<file path="config.mk">
export PLATFORM = sky130hd
export DESIGN_NAME = stack_arbiter
export DESIGN_NICKNAME = d
export VERILOG_FILES = /design/src/rtl/stack_arbiter.sv
export SDC_FILE = /design/constraint.sdc
export NUM_CORES = 1
export LEC_CHECK = 0
export CAP_MARGIN = 20
export CORE_UTILIZATION = 35
export DETAILED_ROUTE_END_ITERATION = 10
export SYNTH_ARGS = -nofsm -noshare
export SYNTH_HDL_FRONTEND = slang
export SYNTH_SLANG_ARGS = --single-unit
</file>
<file path="constraint.sdc">
create_clock -name clk -period 4.28 [get_ports clk]
set_input_delay 0.642 -clock clk [delete_from_list [all_inputs] [get_ports clk]]
set_output_delay 0.642 -clock clk [all_outputs]
set_load 0.01 [all_outputs]
</file>
<file path="src/rtl/stack_arbiter.sv">
// Two-requester arbiter in front of one shared LIFO stack. Arbitration is round-robin
// with an optional ownership lock, and every completed operation returns a registered one-cycle pulse.
module stack_arbiter #(
   parameter int DEPTH = 16,
   parameter int W     = 8
) (
   input  logic                   clk,
   input  logic                   rst,
   input  logic                   req0,
   input  logic                   req1,
   input  logic                   op0,
   input  logic                   op1,
   input  logic [W-1:0]           wdata0,
   input  logic [W-1:0]           wdata1,
   input  logic                   lock0,
   input  logic                   lock1,
   input  logic                   flush,
   output logic                   gnt0,
   output logic                   gnt1,
   output logic                   err,
   output logic [W-1:0]           rdata,
   output logic [$clog2(DEPTH):0] count,
   output logic                   full,
   output logic                   empty
);

   localparam int AW = $clog2(DEPTH);
   localparam int CW = AW + 1;

   typedef enum logic [1:0] {
      FREE = 2'd0,
      OWN0 = 2'd1,
      OWN1 = 2'd2
   } state_t;

   state_t        state;
   state_t        state_next;
   logic          last_gnt;   // 1 = requester 1 was granted most recently
   logic [CW-1:0] sp;
   logic [W-1:0]  mem [DEPTH];

   logic          elig0;
   logic          elig1;
   logic          grant0;
   logic          grant1;
   logic          any_grant;
   logic          sel_op;
   logic [W-1:0]  sel_data;
   logic          is_full;
   logic          is_empty;
   logic          do_push;
   logic          do_pop;
   logic          op_err;
   logic [AW-1:0] wr_idx;
   logic [AW-1:0] top_idx;

   // A requester whose grant pulse is still visible sits out this cycle.
   assign elig0 = req0 & ~gnt0;
   assign elig1 = req1 & ~gnt1;

   assign is_full  = (sp == CW'(DEPTH));
   assign is_empty = (sp == '0);

   // ---------------------------------------------------------------------------
   // FSM process 1: state register
   // ---------------------------------------------------------------------------
   // NOTE: sequential state uses non-blocking assignments only, so every flop
   // samples pre-edge values regardless of process ordering.
   always_ff @(posedge clk) begin
      if (rst) begin
         state <= FREE;
      end else begin
         state <= state_next;
      end
   end

   // ---------------------------------------------------------------------------
   // FSM process 2: next-state logic
   // ---------------------------------------------------------------------------
   // NOTE: every always_comb output gets a default first, so no path can leave
   // it unassigned and infer a latch.
   always_comb begin
      state_next = state;
      if (flush) begin
         state_next = FREE;
      end else if (grant0) begin
         state_next = lock0 ? OWN0 : FREE;
      end else if (grant1) begin
         state_next = lock1 ? OWN1 : FREE;
      end else begin
         unique case (state)
            OWN0:    if (!lock0) state_next = FREE;
            OWN1:    if (!lock1) state_next = FREE;
            FREE:    state_next = FREE;
            default: state_next = FREE;
         endcase
      end
   end

   // ---------------------------------------------------------------------------
   // FSM process 3: grant decision (the state machine's outputs)
   // ---------------------------------------------------------------------------
   always_comb begin
      grant0 = 1'b0;
      grant1 = 1'b0;
      if (!flush) begin
         unique case (state)
            FREE: begin
               if (elig0 && elig1) begin
                  grant0 = last_gnt;
                  grant1 = ~last_gnt;
               end else begin
                  grant0 = elig0;
                  grant1 = elig1;
               end
            end
            OWN0:    grant0 = elig0;
            OWN1:    grant1 = elig1;
            default: begin
               grant0 = 1'b0;
               grant1 = 1'b0;
            end
         endcase
      end
   end

   // The winning request's operation and data.
   assign any_grant = grant0 | grant1;
   assign sel_op    = grant0 ? op0 : op1;
   assign sel_data  = grant0 ? wdata0 : wdata1;

   assign do_push = any_grant &  sel_op & ~is_full;
   assign do_pop  = any_grant & ~sel_op & ~is_empty;
   assign op_err  = any_grant & (sel_op ? is_full : is_empty);

   assign wr_idx  = sp[AW-1:0];
   assign top_idx = sp[AW-1:0] - AW'(1);

   // ---------------------------------------------------------------------------
   // Pointer, arbitration history and registered response
   // ---------------------------------------------------------------------------
   always_ff @(posedge clk) begin
      if (rst) begin
         sp       <= '0;
         last_gnt <= 1'b1;
         gnt0     <= 1'b0;
         gnt1     <= 1'b0;
         err      <= 1'b0;
         rdata    <= '0;
      end else begin
         gnt0  <= grant0;
         gnt1  <= grant1;
         err   <= op_err;
         rdata <= do_pop ? mem[top_idx] : '0;
         if (any_grant) begin
            last_gnt <= grant1;
         end
         if (flush) begin
            sp <= '0;
         end else if (do_push) begin
            sp <= sp + CW'(1);
         end else if (do_pop) begin
            sp <= sp - CW'(1);
         end
      end
   end

   // ---------------------------------------------------------------------------
   // Stack storage
   // ---------------------------------------------------------------------------
   // NOTE: the memory array has no reset. Only the pointer is cleared, and
   // entries above the pointer are never read until they are overwritten.
   always_ff @(posedge clk) begin
      if (!rst && do_push) begin
         mem[wr_idx] <= sel_data;
      end
   end

   assign count = sp;
   assign full  = is_full;
   assign empty = is_empty;

endmodule

</file>
==> results.md <==
* Worst EP arrival at 3.51 ns
* Final WL at 12.7 mm
* Final worst path period share at 74.8%
* Synth unique cells at 54
* CTS Root Cell: clkbuf_16
* Fillers at 1,528
* Critical Path Sink Type: flip-flop
* Number of setup buffers added after CTS at 0
* Via/cell ratio at 5.25
* Startpoint types: input pin
* PD cells at 461 nW/um^2
* Final setup fails at 0
* FF-to-FF path depth at 11
* Sequential area share after synthesis at 67.3%
* Post-Syn Area per Cell at 18.4 um^2
* Synth area leader: edfxtp_1
* Iter 0 DRT Violations at 279
* Layout cell share with drive strength beyond 1 at 19.2%
* Io pins at 43
* RSZ-0062 raised after global routing: no
* Mux contribution to synthesized area at 14.9%
* Synth Register Bits at 147
* Cts repair resizes at 0
* Placed cells at 595
* CTS H-tree lvls at 4
* R2r setup slk at 1.18 ns
* Drt first pass iters at 4
* Async set or reset register ratio after synthesis at 0%
* # clock sinks at 147
* Most frequent cells in the layout: edfxtp_1 (128), clkdlybuf4s50_1 (42), mux4_2 (21), dfxtp_1 (18), clkbuf_16 (17)
* Dpl ws at 0.690 ns
* Area Overhead vs Synth at 18.0%
* Largest net degree at the start of global routing at 39
* CP delay by family, top: simple AND/OR/NAND/NOR gates
* Setup tns final at 0 ns
* Yosys top cell area share at 61.3%
* Final Skew at 0.0142 ns
* Row cnt at 48
* Placed cell area at 6880 um^2
* Clk slew on worst S/H paths at 0.06 ns
* Nets@finish at 423
* Worst path slowest cell: clkdlybuf4s50_1
* Setup WS post-layout at 1.08 ns
* Cell depth of the worst setup path at 11
* Slew @ Worst Pin at 1.08 ns
* GPL Wtd Cong at 0.875
* Worst-Skew Late Latency at 0.42 ns
* # Max-Cap Violations at 0
* Synth area leaders: edfxtp_1 (61%), mux4_2 (7.5%), dfxtp_1 (6.1%)
* CTS tree: done
* Main combinational cell family by area after synthesis: multiplexers
* Slowest Stage Delay on Critical Path at 0.50 ns
* Cells after synthesis at 341
* Syn Nets at 375
* Core Box Area at 17,400 um^2
* Max-slew violation count at 0
* Max-slew headroom at 27.4%
* Hold-fix buffer count after cts at 0
* Max clock buf depth at 2
* F_max at 0.312 GHz
* Residual DRC at 0
* Post-route cell area at 7400 um^2
* CP bufs+invs at 1
* Lkg Pwr at 2.44 nW
* Ys Warns at 0
* Post-synthesis simple-gate area fraction at 7.44%
* Die Ht at 136 um
* Wire per inst at 20.3 um
* Overall Power at 3.41 mW
* Starting Density at 36.0%
* Via count at 3,289
* WP data required at 4.59 ns
* GR Overflow Total at 0
* RR Startpoint: count[1]$_SDFFE_PP0P_
* Cell area after synthesis at 6270 um^2
* Die ar. at 18,500 um^2
* Compound-Gate Fraction of Synth Area at 4.95%
* Min-delay src: last_gnt$_SDFFE_PP1P_
* Most common cell after layout, fill and taps aside: edfxtp_1
* Hold depth at 2
* Antenna Violating Nets Remaining at 0
* First-pass GRT wire length at 20.1 mm
* Min-Delay Endpoint: last_gnt$_SDFFE_PP1P_
* RR Endpoint: count[4]$_SDFFE_PP0P_
* Post-synth EDFFs at 128
* Worst VDD drop at 0.000289 V
* Detail Placement HPWL at 8.26 mm
* Total track usage at 15.4%
* Finished Layout Cells at 627
* Primary FF master, synth: edfxtp_1
* Outcome: finished, final reports clean
* Crit-path max FO at 4
* Die X at 136 um
* Cell Chain, Critical Path: clkdlybuf4s50_1 -> nor3b_1 -> nand3_1 -> a21o_2 -> or2_2 -> ha_1 -> nor2b_1 -> o21ai_0 -> o2111a_1 -> o21ai_1 -> nor3b_2
* Vias in the first global route at 3,426
* Antenna cells at 0
* Port Buffer Count at 42
* CTS buffer count at 17
* Crit path kind: in -> reg
* Min Tclk post-route at 3.20 ns
* XOR/XNOR share of the synthesized area at 0.958%
* Hold Violations, Final at 0
* Initial antenna violation count at 0
* Worst Hold Class: reg -> reg
* Synth Area in Adders at 1.92%
==> kinds of logic after synthesis <==
kind of cell,count (synthesis)
multiplexers,48
AND/OR/NAND/NOR,65
XOR/XNOR,6
flip-flops,147
adder cells (fa/ha/maj),9
AO/OA/AOI/OAI,43
buffers and inverters,23
==> routing by layer <==
layer  vias to the layer above  share of wire, %  global-route usage (%)
met4                         0              0.89                    5.19
met3                         9               4.3                    4.36
met5                         -                 0                       0
met1                      1685                47                    20.9
met2                        97                48                    23.8
li1                       1498                 -                       -
==> area by class of cell <==
class,instances,area (um^2),area share [%]
timing repair buffer,46,450,6.08
sequential,147,4230,57.1
clock inverter,13,93.8,1.27
inverter,6,22.5,0.304
clock buffer,19,433,5.85
tap,225,282,3.80
multi-input combinational,171,1900,25.6
==> per-stage QoR <==
stage	util (%)	hold slack, ns
after global routing	42.5	0.568
final	42.5	0.542
after CTS	42.5	0.546
after floorplan	-	0.486
after detailed placement	39.5	0.526
after global placement	39.5	0.515
==> power by group <==
part	switching, mW	internal (mW)	total [mW]
Sequential	0.0190	1.59	1.61
Clock	0.541	0.783	1.32
Combinational	0.267	0.215	0.482
Total	0.827	2.58	3.41
==> flip-flops by register name, indices dropped and copies added (netlist names) <==
name      cells
gnt0          1
state         2
err           1
rdata         8
last_gnt      1
gnt1          1
count         5
mem         128
==> how the worst max path moves through the flow <==
| stage | start | end | slack [ns] |
|---|---|---|---|
| 3_5_place_dp | req0 | count[4]$_SDFFE_PP0P_ | 0.69 |
| 5_1_grt | req0 | count[4]$_SDFFE_PP0P_ | 0.87 |
| 4_1_cts | req0 | count[4]$_SDFFE_PP0P_ | 1.13 |
| 6_report | req0 | count[4]$_SDFFE_PP0P_ | 1.08 |
| 2_1_floorplan | count[0]$_SDFFE_PP0P_ | count[4]$_SDFFE_PP0P_ | 0.94 |
| 3_3_place_gp | req0 | count[4]$_SDFFE_PP0P_ | 0.72 |
==> worst reg2reg max path, cell delays in order, from the launching register on <==
cell	delay (ns)
dfxtp_1	0.53
inv_1	0.18
ha_1	0.30
and3_1	0.25
a21o_2	0.24
or2_2	0.33
ha_1	0.33
nor2b_1	0.14
o21ai_0	0.23
o2111a_1	0.25
o21ai_1	0.07
nor3b_2	0.16
==> synthesized netlist by cell type (2+ instances only) <==
cell type / count
xor2_1: 2
mux2_2: 8
nor2_1: 7
nand3_1: 6
dfxtp_1: 19
mux2i_1: 8
clkbuf_1: 4
xnor2_1: 3
nor2_2: 2
nor3_4: 2
and3_1: 14
o211a_1: 2
mux4_2: 21
buf_2: 3
buf_4: 4
or2_2: 2
inv_1: 6
o21ai_1: 2
ha_1: 8
nand2_1: 3
a21oi_1: 6
nor3_2: 2
and2b_1: 3
and4_1: 4
or4b_4: 2
buf_6: 5
mux4_1: 11
nor2b_1: 8
edfxtp_1: 128
a211oi_1: 16
o21ai_0: 6
nor3b_2: 2
Power figures use the tool's default switching activity.
